===== config.mk =====
export PLATFORM = sky130hd
export DESIGN_NAME = button_event_conditioner
export DESIGN_NICKNAME = d
export VERILOG_FILES = /design/src/rtl/timer_pkg.sv /design/src/rtl/button_channel.sv /design/src/rtl/button_event_conditioner.sv
export SDC_FILE = /design/constraint.sdc
export NUM_CORES = 1
export LEC_CHECK = 0
export ABC_AREA = 1
export ABC_CLOCK_PERIOD_IN_PS = 3600
export BUFFER_PORTS_ARGS = -buffer_cell sky130_fd_sc_hd__buf_2
export CELL_PAD_IN_SITES_DETAIL_PLACEMENT = 1
export CELL_PAD_IN_SITES_GLOBAL_PLACEMENT = 2
export CORE_AREA = 2 2 230 164
export CTS_CLUSTER_DIAMETER = 30
export DETAILED_ROUTE_END_ITERATION = 10
export DIE_AREA = 0 0 232 166
export MAX_ROUTING_LAYER = met4
export PLACE_DENSITY = 0.8
export SYNTH_ARGS = -nofsm -noshare
export SYNTH_HDL_FRONTEND = slang
export SYNTH_SLANG_ARGS = --single-unit

===== constraint.sdc =====
create_clock -name CLK_50MHZ -period 3.6 [get_ports CLK_50MHZ]
set_clock_uncertainty 0.2 [all_clocks]
set_input_delay 0.36 -clock CLK_50MHZ [delete_from_list [all_inputs] [get_ports CLK_50MHZ]]
set_output_delay 0.36 -clock CLK_50MHZ [all_outputs]
set_load 0.005 [all_outputs]

===== src/rtl/timer_pkg.sv =====
// Shared definitions for the timer front end.
// Holds the per-channel button state enum and the button index constants
// that name each bit of the button bus (start, stop, delete, incSec, incMin).
package timer_pkg;

  typedef enum logic [1:0] {
    IDLE     = 2'd0,
    PRESS_DB = 2'd1,
    HELD     = 2'd2,
    REL_DB   = 2'd3
  } chan_state_e;

  localparam int BTN_START   = 0;
  localparam int BTN_STOP    = 1;
  localparam int BTN_DELETE  = 2;
  localparam int BTN_INC_SEC = 3;
  localparam int BTN_INC_MIN = 4;

endpackage


===== src/rtl/button_channel.sv =====
// One button channel: two-flop synchroniser, debounce FSM, auto-repeat timer.
// Ports:
//   i_clk        clock
//   i_rst        synchronous active-high reset
//   i_button     raw asynchronous button level
//   o_level      debounced level (registered)
//   o_press      one-cycle press / repeat pulse (registered)
//   o_press_nxt  value o_press takes at the next edge, so the top can
//                register an aggregate in step with o_press
module button_channel
  import timer_pkg::*;
#(
  parameter int DEBOUNCE_CYCLES = 1_000_000,
  parameter bit REPEAT_EN       = 1'b0,
  parameter int REPEAT_DELAY    = 25_000_000,
  parameter int REPEAT_PERIOD   = 5_000_000
) (
  input  logic i_clk,
  input  logic i_rst,
  input  logic i_button,
  output logic o_level,
  output logic o_press,
  output logic o_press_nxt
);

  localparam int CNT_W   = $clog2(DEBOUNCE_CYCLES + 1);
  localparam int RPT_MAX = (REPEAT_DELAY > REPEAT_PERIOD) ? REPEAT_DELAY : REPEAT_PERIOD;
  localparam int RPT_W   = $clog2(RPT_MAX + 1);

  localparam logic [CNT_W-1:0] CNT_TGT   = CNT_W'(DEBOUNCE_CYCLES);
  localparam logic [RPT_W-1:0] RPT_DELAY = RPT_W'(REPEAT_DELAY);
  localparam logic [RPT_W-1:0] RPT_PER   = RPT_W'(REPEAT_PERIOD);
  // With a one-sample debounce the first qualifying sample already completes it.
  localparam bit               DB_ONE    = (DEBOUNCE_CYCLES <= 1);

  logic [1:0]       r_sync;
  chan_state_e      r_state;
  logic [CNT_W-1:0] r_cnt;
  logic [RPT_W-1:0] r_rpt;
  logic             r_repeating;
  logic             r_level;
  logic             r_press;

  chan_state_e      w_next_state;
  logic [CNT_W-1:0] w_cnt_nxt, w_cnt_inc;
  logic [RPT_W-1:0] w_rpt_nxt, w_rpt_inc, w_rpt_tgt;
  logic             w_rep_nxt, w_rpt_hit;
  logic             w_level_nxt, w_press_nxt;
  logic             w_sample;

  assign w_sample  = r_sync[1];
  // Counters saturate rather than wrap.
  assign w_cnt_inc = (r_cnt == '1) ? r_cnt : r_cnt + 1'b1;
  assign w_rpt_inc = (r_rpt == '1) ? r_rpt : r_rpt + 1'b1;
  assign w_rpt_tgt = r_repeating ? RPT_PER : RPT_DELAY;
  assign w_rpt_hit = REPEAT_EN && (w_rpt_inc == w_rpt_tgt);

  // Next-state and counter update.
  always_comb begin
    w_next_state = r_state;
    w_cnt_nxt    = r_cnt;
    w_rpt_nxt    = r_rpt;
    w_rep_nxt    = r_repeating;
    unique case (r_state)
      IDLE: begin
        if (w_sample) begin
          if (DB_ONE) begin
            w_next_state = HELD;
            w_cnt_nxt    = '0;
            w_rpt_nxt    = '0;
            w_rep_nxt    = 1'b0;
          end else begin
            w_next_state = PRESS_DB;
            w_cnt_nxt    = CNT_W'(1);
          end
        end
      end
      PRESS_DB: begin
        if (!w_sample) begin
          w_next_state = IDLE;
          w_cnt_nxt    = '0;
        end else if (w_cnt_inc == CNT_TGT) begin
          w_next_state = HELD;
          w_cnt_nxt    = '0;
          w_rpt_nxt    = '0;
          w_rep_nxt    = 1'b0;
        end else begin
          w_cnt_nxt = w_cnt_inc;
        end
      end
      HELD: begin
        // A release sample takes priority over a repeat due the same cycle.
        if (!w_sample) begin
          w_next_state = DB_ONE ? IDLE : REL_DB;
          w_cnt_nxt    = DB_ONE ? '0 : CNT_W'(1);
        end else if (REPEAT_EN) begin
          if (w_rpt_hit) begin
            w_rpt_nxt = '0;
            w_rep_nxt = 1'b1;
          end else begin
            w_rpt_nxt = w_rpt_inc;
          end
        end
      end
      REL_DB: begin
        // rpt_cnt / repeating untouched so a bounce resumes the schedule.
        if (w_sample) begin
          w_next_state = HELD;
          w_cnt_nxt    = '0;
        end else if (w_cnt_inc == CNT_TGT) begin
          w_next_state = IDLE;
          w_cnt_nxt    = '0;
        end else begin
          w_cnt_nxt = w_cnt_inc;
        end
      end
      default: w_next_state = IDLE;
    endcase
  end

  // Output decode, registered below.
  always_comb begin
    w_level_nxt = (w_next_state == HELD) || (w_next_state == REL_DB);
    w_press_nxt = ((r_state == IDLE || r_state == PRESS_DB) && w_next_state == HELD) ||
                  (r_state == HELD && w_next_state == HELD && w_rpt_hit);
  end

  always_ff @(posedge i_clk) begin
    if (i_rst) begin
      r_sync      <= '0;
      r_state     <= IDLE;
      r_cnt       <= '0;
      r_rpt       <= '0;
      r_repeating <= 1'b0;
      r_level     <= 1'b0;
      r_press     <= 1'b0;
    end else begin
      r_sync      <= {r_sync[0], i_button};
      r_state     <= w_next_state;
      r_cnt       <= w_cnt_nxt;
      r_rpt       <= w_rpt_nxt;
      r_repeating <= w_rep_nxt;
      r_level     <= w_level_nxt;
      r_press     <= w_press_nxt;
    end
  end

  assign o_level     = r_level;
  assign o_press     = r_press;
  assign o_press_nxt = i_rst ? 1'b0 : w_press_nxt;

endmodule


===== src/rtl/button_event_conditioner.sv =====
// Conditions the raw board buttons ahead of the timer FSM: per channel
// synchronise, debounce, press pulse and optional auto-repeat.
// Ports:
//   CLK_50MHZ  system clock
//   reset      synchronous active-high reset
//   button     raw asynchronous buttons (start, stop, delete, incSec, incMin)
//   level      debounced levels
//   press      one-cycle press / repeat pulses
//   any_press  OR of press, registered in the same cycle as press
module button_event_conditioner
  import timer_pkg::*;
#(
  parameter int                   N_BUTTONS       = 5,
  parameter int                   DEBOUNCE_CYCLES = 1_000_000,
  parameter logic [N_BUTTONS-1:0] REPEAT_MASK     = 5'b11000,
  parameter int                   REPEAT_DELAY    = 25_000_000,
  parameter int                   REPEAT_PERIOD   = 5_000_000
) (
  input  logic                 CLK_50MHZ,
  input  logic                 reset,
  input  logic [N_BUTTONS-1:0] button,
  output logic [N_BUTTONS-1:0] level,
  output logic [N_BUTTONS-1:0] press,
  output logic                 any_press
);

  logic [N_BUTTONS-1:0] w_press_nxt;
  logic                 r_any_press;

  for (genvar g = 0; g < N_BUTTONS; g++) begin : g_ch
    button_channel #(
      .DEBOUNCE_CYCLES(DEBOUNCE_CYCLES),
      .REPEAT_EN      (REPEAT_MASK[g]),
      .REPEAT_DELAY   (REPEAT_DELAY),
      .REPEAT_PERIOD  (REPEAT_PERIOD)
    ) u_ch (
      .i_clk      (CLK_50MHZ),
      .i_rst      (reset),
      .i_button   (button[g]),
      .o_level    (level[g]),
      .o_press    (press[g]),
      .o_press_nxt(w_press_nxt[g])
    );
  end

  // Built from the channels' next-press terms so it lands on the same edge.
  always_ff @(posedge CLK_50MHZ) begin
    if (reset) r_any_press <= 1'b0;
    else       r_any_press <= |w_press_nxt;
  end

  assign any_press = r_any_press;

endmodule


After elaboration in Yosys (flattened, before gate mapping)
Index checks and enable logic that the tools add are counted.
Storage, ports and cells
  register bits after elaboration: 183
  word-level logic and storage cells: 231
Cells by class
  muxes and demuxes: 99
  eq/ne operators: 57
  reductions and logical operators: 38
  $add $sub $neg: 7
Operator list (count)
  2-to-1 mux 20 bit: 30
  case mux 20 bit (4 select lines): 5
  2-to-1 mux 25 bit: 12
  equality test 20 bit, second input constant: 10
  adder 20 x 1 -> 20 bit, second input constant: 5
  case mux 25 bit (2 select lines): 2
  2-to-1 mux 2 bit: 30
  adder 25 x 1 -> 25 bit, second input constant: 2
  equality test 25 bit: 2
  equality test 25 bit, second input constant: 2
  equality test 2 bit, second input constant: 20
  case mux 2 bit (4 select lines): 5
  inequality test 2 x 1 -> 1 bit, second input constant: 13
  2-to-1 mux 1 bit: 13
  logical OR 1 bit: 12
  equality test 2 x 1 -> 1 bit, second input constant: 5
  zero test 2 bit: 5
  inequality test 2 bit, second input constant: 5
  AND reduction 2 bit: 5
  AND reduction 5 bit: 2
  logical AND 1 bit: 9
  AND reduction 4 bit: 2
  OR reduction 5 bit: 1
  case mux 1 bit (2 select lines): 2
  nonzero test 2 bit: 2

Logic depth before layout (Yosys ltp)
  word-level depth: 12
  gate-level depth with buffers: 20
  depth with buffers taken out: 19

By module
From an unflattened synthesis, not the netlist that was laid out.
Second synthesis, totals
  cells, all modules: 2319
  area total of the unflattened synthesis: 13770.7 um^2
Modules (own cells, without submodules)
  button_channel at g_ch[3].u_ch ...: sequential area each 1041.0 um^2, instances 2, cells an instance 695, area each 4046.4 um^2
  button_channel at g_ch[0].u_ch ...: sequential area each 520.5 um^2, instances 3, cells an instance 307, area each 1876.8 um^2
  button_event_conditioner: sequential area each 20.0 um^2, instances 1, cells an instance 8, area each 47.5 um^2

Least setup slack after synthesis
Ideal clock, no wire load.
  path type: reg2reg
  start point: register g_ch[3].u_ch.r_rpt[0]
  end point: register g_ch[3].u_ch.r_rpt[11]
  path buffers: 2
  data required time: 3.283 ns
  arrival: 2.291 ns
  stages on the path, launching flop included: 19
  path slack: 0.992 ns
  clock period less this slack: 2.608 ns
  cells stage by stage: dfxtp_1 ha_1 nand3_1 inv_2 nand2_2 nor2_4 nand2_1 buf_2 nand2_1 nand3_1 nor2_1 nand3_1 nor2_1 nand3_1 nand2_1 nand2_2 nand2_4 buf_8 nor2_2
On the way
  cells in the longest elaborated chain, start to end: 6
RTL lines
  start: declaration: RTL line button_channel.sv:39  | logic [RPT_W-1:0] r_rpt;
  start signal: assignment: RTL line button_channel.sv:141  | r_rpt <= w_rpt_nxt;
  adder 25 x 1 -> 25 bit or equality test 25 bit (tied branches): RTL line button_channel.sv:54  | assign w_rpt_inc = (r_rpt == '1) ? r_rpt : r_rpt + 1'b1;
  2-to-1 mux 25 bit (*): RTL line button_channel.sv:54
  equality test 25 bit: RTL line button_channel.sv:56  | assign w_rpt_hit = REPEAT_EN && (w_rpt_inc == w_rpt_tgt);
  2-to-1 mux 25 bit (*): RTL line button_channel.sv:97  | if (w_rpt_hit) begin
  2-to-1 mux 25 bit (*): RTL line button_channel.sv:93  | if (!w_sample) begin
  case mux 25 bit (2 select lines) (*): RTL line button_channel.sv:64  | unique case (r_state)
Every way passes the cells marked *; elsewhere a longest branch is shown, timed or not. The select of a mux whose other input is x is not followed.
A chain may end at the register's enable or synchronous reset.

Final worst setup path
  start point: register g_ch[3].u_ch.r_rpt[0]
  end point: register g_ch[3].u_ch.r_rpt[18]
The elaborated chain is that of the path after synthesis.

==> key figures <==
Status
  • Outcome: completed

Min path
  • Hold Crit Depth: 2
  • Worst hold path class: in2reg

CTS
  • CTS tree: built
  • Clock Tree Root: clkbuf_16
  • # H-tree levels: 4
  • Cts bufs inserted: 17
  • Clock Sinks: 183
  • Worst-path clk slew: 0.08 ns
  • Clock Path Buffers: 2
  • Clk_lat worst skew: 0.46 ns

Finish
  • Final instance area: 13690 µm²
  • ANT cells: 0
  • Final cell count without fillers: 2586
  • Share of layout cells above drive strength 1: 7.436%
  • Layout Nets: 2107
  • Area Growth Syn to Fin: 9.083%

Setup path
  • CP Launch Type: flip-flop
  • Setup CP Type: reg2reg
  • Critical path required time: 3.74 ns
  • R2R cell count: 17
  • Crit. End Element: flip-flop
  • Crit-path max FO: 24
  • Worst EP arrival: 3.44 ns

Flow run
  • MaxCap Viol Count: 0

Synthesis
  • Mapped Avg Cell Area: 6.042 µm²
  • Synth Area in XOR/XNOR: 4.816%
  • Syn Nets: 2099
  • Seq cells post-synth: 183
  • Distinct cells, synth: 45
  • Main combinational cell family by area after synthesis: simple AND/OR/NAND/NOR gates
  • Multiplexer area fraction after synthesis: 0%
  • Compound-gate portion of the synthesized area: 9.134%
  • Cells after Synth: 2077
  • Mapped cell area: 12550 µm²
  • Synth Area in Simple Gates: 45.14%
  • Post-synthesis sequential area ratio: 29.20%
  • Yosys Warn Count: 0
  • Adder-cell share of the synthesized area: 1.496%

STA
  • Worst slew pin tran: 0.6921 ns
  • Fin. Hold Viols: 0
  • Maximum clock rate: 302.9 MHz
  • Final period util: 91.72%
  • Setup tns final: 0 ns
  • Setup violators final: 0
  • RSZ-0062 raised after global routing: false
  • Slew headroom: 53.81%
  • Final Max Slew Viols: 0
  • Final min period: 3.302 ns

Global routing
  • Pin count of the biggest net entering global routing: 38
  • Global route total overflow: 0
  • Tot GR Track Use: 22.59%
  • Initial antenna violation count: 0
  • Vias in the first global route: 13110
  • First-pass GRT wire length: 68610 µm

Placed design
  • HPWL Detailed: 31910 µm
  • Placed insts: 2547
  • Placer Congestion: 0.9410
  • Buffers on Ports: 17
  • Area of placed instances: 13030 µm²

Drt
  • DRC: 0
  • DR vias: 13190
  • Antenna Nets Post-Route: 0
  • Initial DRC Count: 794
  • Drt pass-1 iters: 5
  • WL final: 41420 µm
  • Via-to-Cell Ratio: 5.100
  • WL per Instance: 16.02 µm

Floorplanning
  • Initial Util: 34.34%
  • Die W: 232 µm
  • Die H: 166 µm
  • Die area: 38510 µm²
  • Num ports: 18
  • CORE AREA: 36540 µm²
  • Rows: 59

Power
  • Leakage Power: 5.286 nW
  • PwrDens: 497.9 nW/µm²
  • VDD IR-drop max: 0.3051 mV
[power by group]
| part | internal, mW | switching [mW] |
|---|---|---|
| clock network | 0.978 | 0.903 |
| registers | 2.32 | 0.380 |
| logic | 0.743 | 1.49 |
[layout make-up]
type | instances | area [µm²]
clock buffers | 18 | 439.2
well taps | 488 | 610.6
multi-input cells | 1604 | 7625
inverters | 229 | 874.6
repair buffers | 50 | 347.8
flip-flops and latches | 183 | 3664
clock inverters | 14 | 127.6
fillers | 4959 | 22850
[logic make-up after synthesis]
family / Yosys count
AND/OR/NAND/NOR: 1297
buffers and inverters: 290
AO/OA/AOI/OAI: 223
flip-flops: 183
XOR/XNOR: 69
adder cells (fa/ha/maj): 15
[final timing paths]
path                                             start                      to  slack, ns
worst min-delay path                             reset  g_ch[4].u_ch.r_sync[0]       0.08
worst max register to register   g_ch[3].u_ch.r_rpt[0]  g_ch[3].u_ch.r_rpt[18]       0.30
worst max-delay path             g_ch[3].u_ch.r_rpt[0]  g_ch[3].u_ch.r_rpt[18]       0.30
worst min register to register  g_ch[2].u_ch.r_sync[0]  g_ch[2].u_ch.r_sync[1]       0.21
[placed cells by master (no fill, tap or decap), types with 4 or more instances in the layout]
| cell | n |
|---|---|
| nand3_1 | 218 |
| nand2_1 | 632 |
| inv_1 | 211 |
| nand2_4 | 4 |
| clkinv_4 | 7 |
| ha_1 | 14 |
| clkinv_2 | 4 |
| buf_4 | 29 |
| nor2_1 | 276 |
| nor2_4 | 9 |
| nor3_2 | 7 |
| xor2_1 | 58 |
| nor2_2 | 15 |
| dlygate4sd3_1 | 5 |
| o21ai_0 | 71 |
| buf_2 | 16 |
| xnor2_1 | 11 |
| o21ai_1 | 30 |
| nor3_1 | 40 |
| dfxtp_1 | 183 |
| nand2_2 | 14 |
| or2_2 | 8 |
| a21oi_1 | 113 |
| clkinv_1 | 5 |
| nand4_1 | 48 |
| nand3b_1 | 12 |
| inv_2 | 10 |
| clkbuf_16 | 17 |
[per-stage QoR]
stage	setup slack [ns]	util (%)	hold slack, ns	total power [mW]
after global placement	0.3354	35.65	0.1942	4.889
after CTS	0.1624	37.34	0.05966	6.859
final	0.2981	37.46	0.07797	6.816
after global routing	0.01297	37.46	0.07840	7.345
after floorplan	0.9923	-	0.1883	4.415
after detailed placement	0.1929	35.65	0.1979	4.929
[repair_timing]
action	4_1_cts	5_1_grt
hold buffers	5	0
buffers inserted	0	2
gates resized for setup	0	7
endpoints found under the setup margin	0	50
endpoints found under the hold margin	5	0
[sequential cells by signal, summed over array words and instances (netlist names)]
signal                 count
g_ch.u_ch.r_cnt          100
g_ch.u_ch.r_rpt           50
g_ch.u_ch.r_state         10
g_ch.u_ch.r_sync          10
g_ch.u_ch.o_level          5
g_ch.u_ch.o_press          5
g_ch.u_ch.r_repeating      2
any_press                  1
[Yosys cell counts]
library cell    n  area [µm²]
nand2_1       632        2372
nor2_1        276        1036
nand3_1       218        1091
inv_1         211       792.0
dfxtp_1       183        3664
a21oi_1       113       565.5
o21ai_0        71       355.3
xor2_1         58       508.0
nand4_1        48       300.3
nor3_1         40       200.2
o21ai_1        30       150.1
clkbuf_1       23       86.33
buf_6          15       168.9
ha_1           15       187.7
nand2_2        15       93.84
nor2_2         15       93.84
buf_4          14       105.1
nand3b_1       12       90.09
xnor2_1        11       96.34
inv_2          10       37.54
nor2_4          9       101.4
or2_2           8       50.05
buf_2           7       35.03
nor3_2          7       70.07
clkinv_1        5       18.77
nand2_4         4       45.04
nor4_1          4       25.02
nand3_4         3       52.55
a21boi_0        2       15.01
o211ai_1        2       15.01
o221a_2         2       22.52
a2bb2oi_1       1       8.760
and2_1          1       6.260
and3_1          1       6.260
buf_1           1       3.750
buf_8           1       15.01
clkinv_2        1       5.000
clkinv_4        1       8.760
inv_4           1       6.260
nand3_2         1       10.01
nor3b_1         1       7.510
o22ai_1         1       6.260
o31ai_1         1       7.510
or2_0           1       6.260
or3_1           1       6.260
[metal layers]
layer  routed length, µm  up-vias  share of wire (%)  track usage (%)
met5                   0        -                  0                -
li1                    -     6679                  -                -
met1               22200     6315                 54            33.13
met4                 208        0               0.50            3.512
met3                1484       15                3.6            3.640
met2               17530      179                 42            32.90
[worst max-delay path, stage by stage (launching register included)]
cell and delay, ns:
dfxtp_1 0.45, ha_1 0.32, nand3_1 0.21, inv_2 0.12, nand2_2 0.08, nor2_4 0.18
nand2_1 0.30, buf_4 0.30, nand2_1 0.10, nand2_1 0.05, nor2_1 0.11, nand3_1 0.08
nand2_1 0.09, nand3_1 0.08, nand2_1 0.10, nand2_2 0.10, nand2_8 0.21, nor2_1 0.08
(Power assumes the default switching activity.)
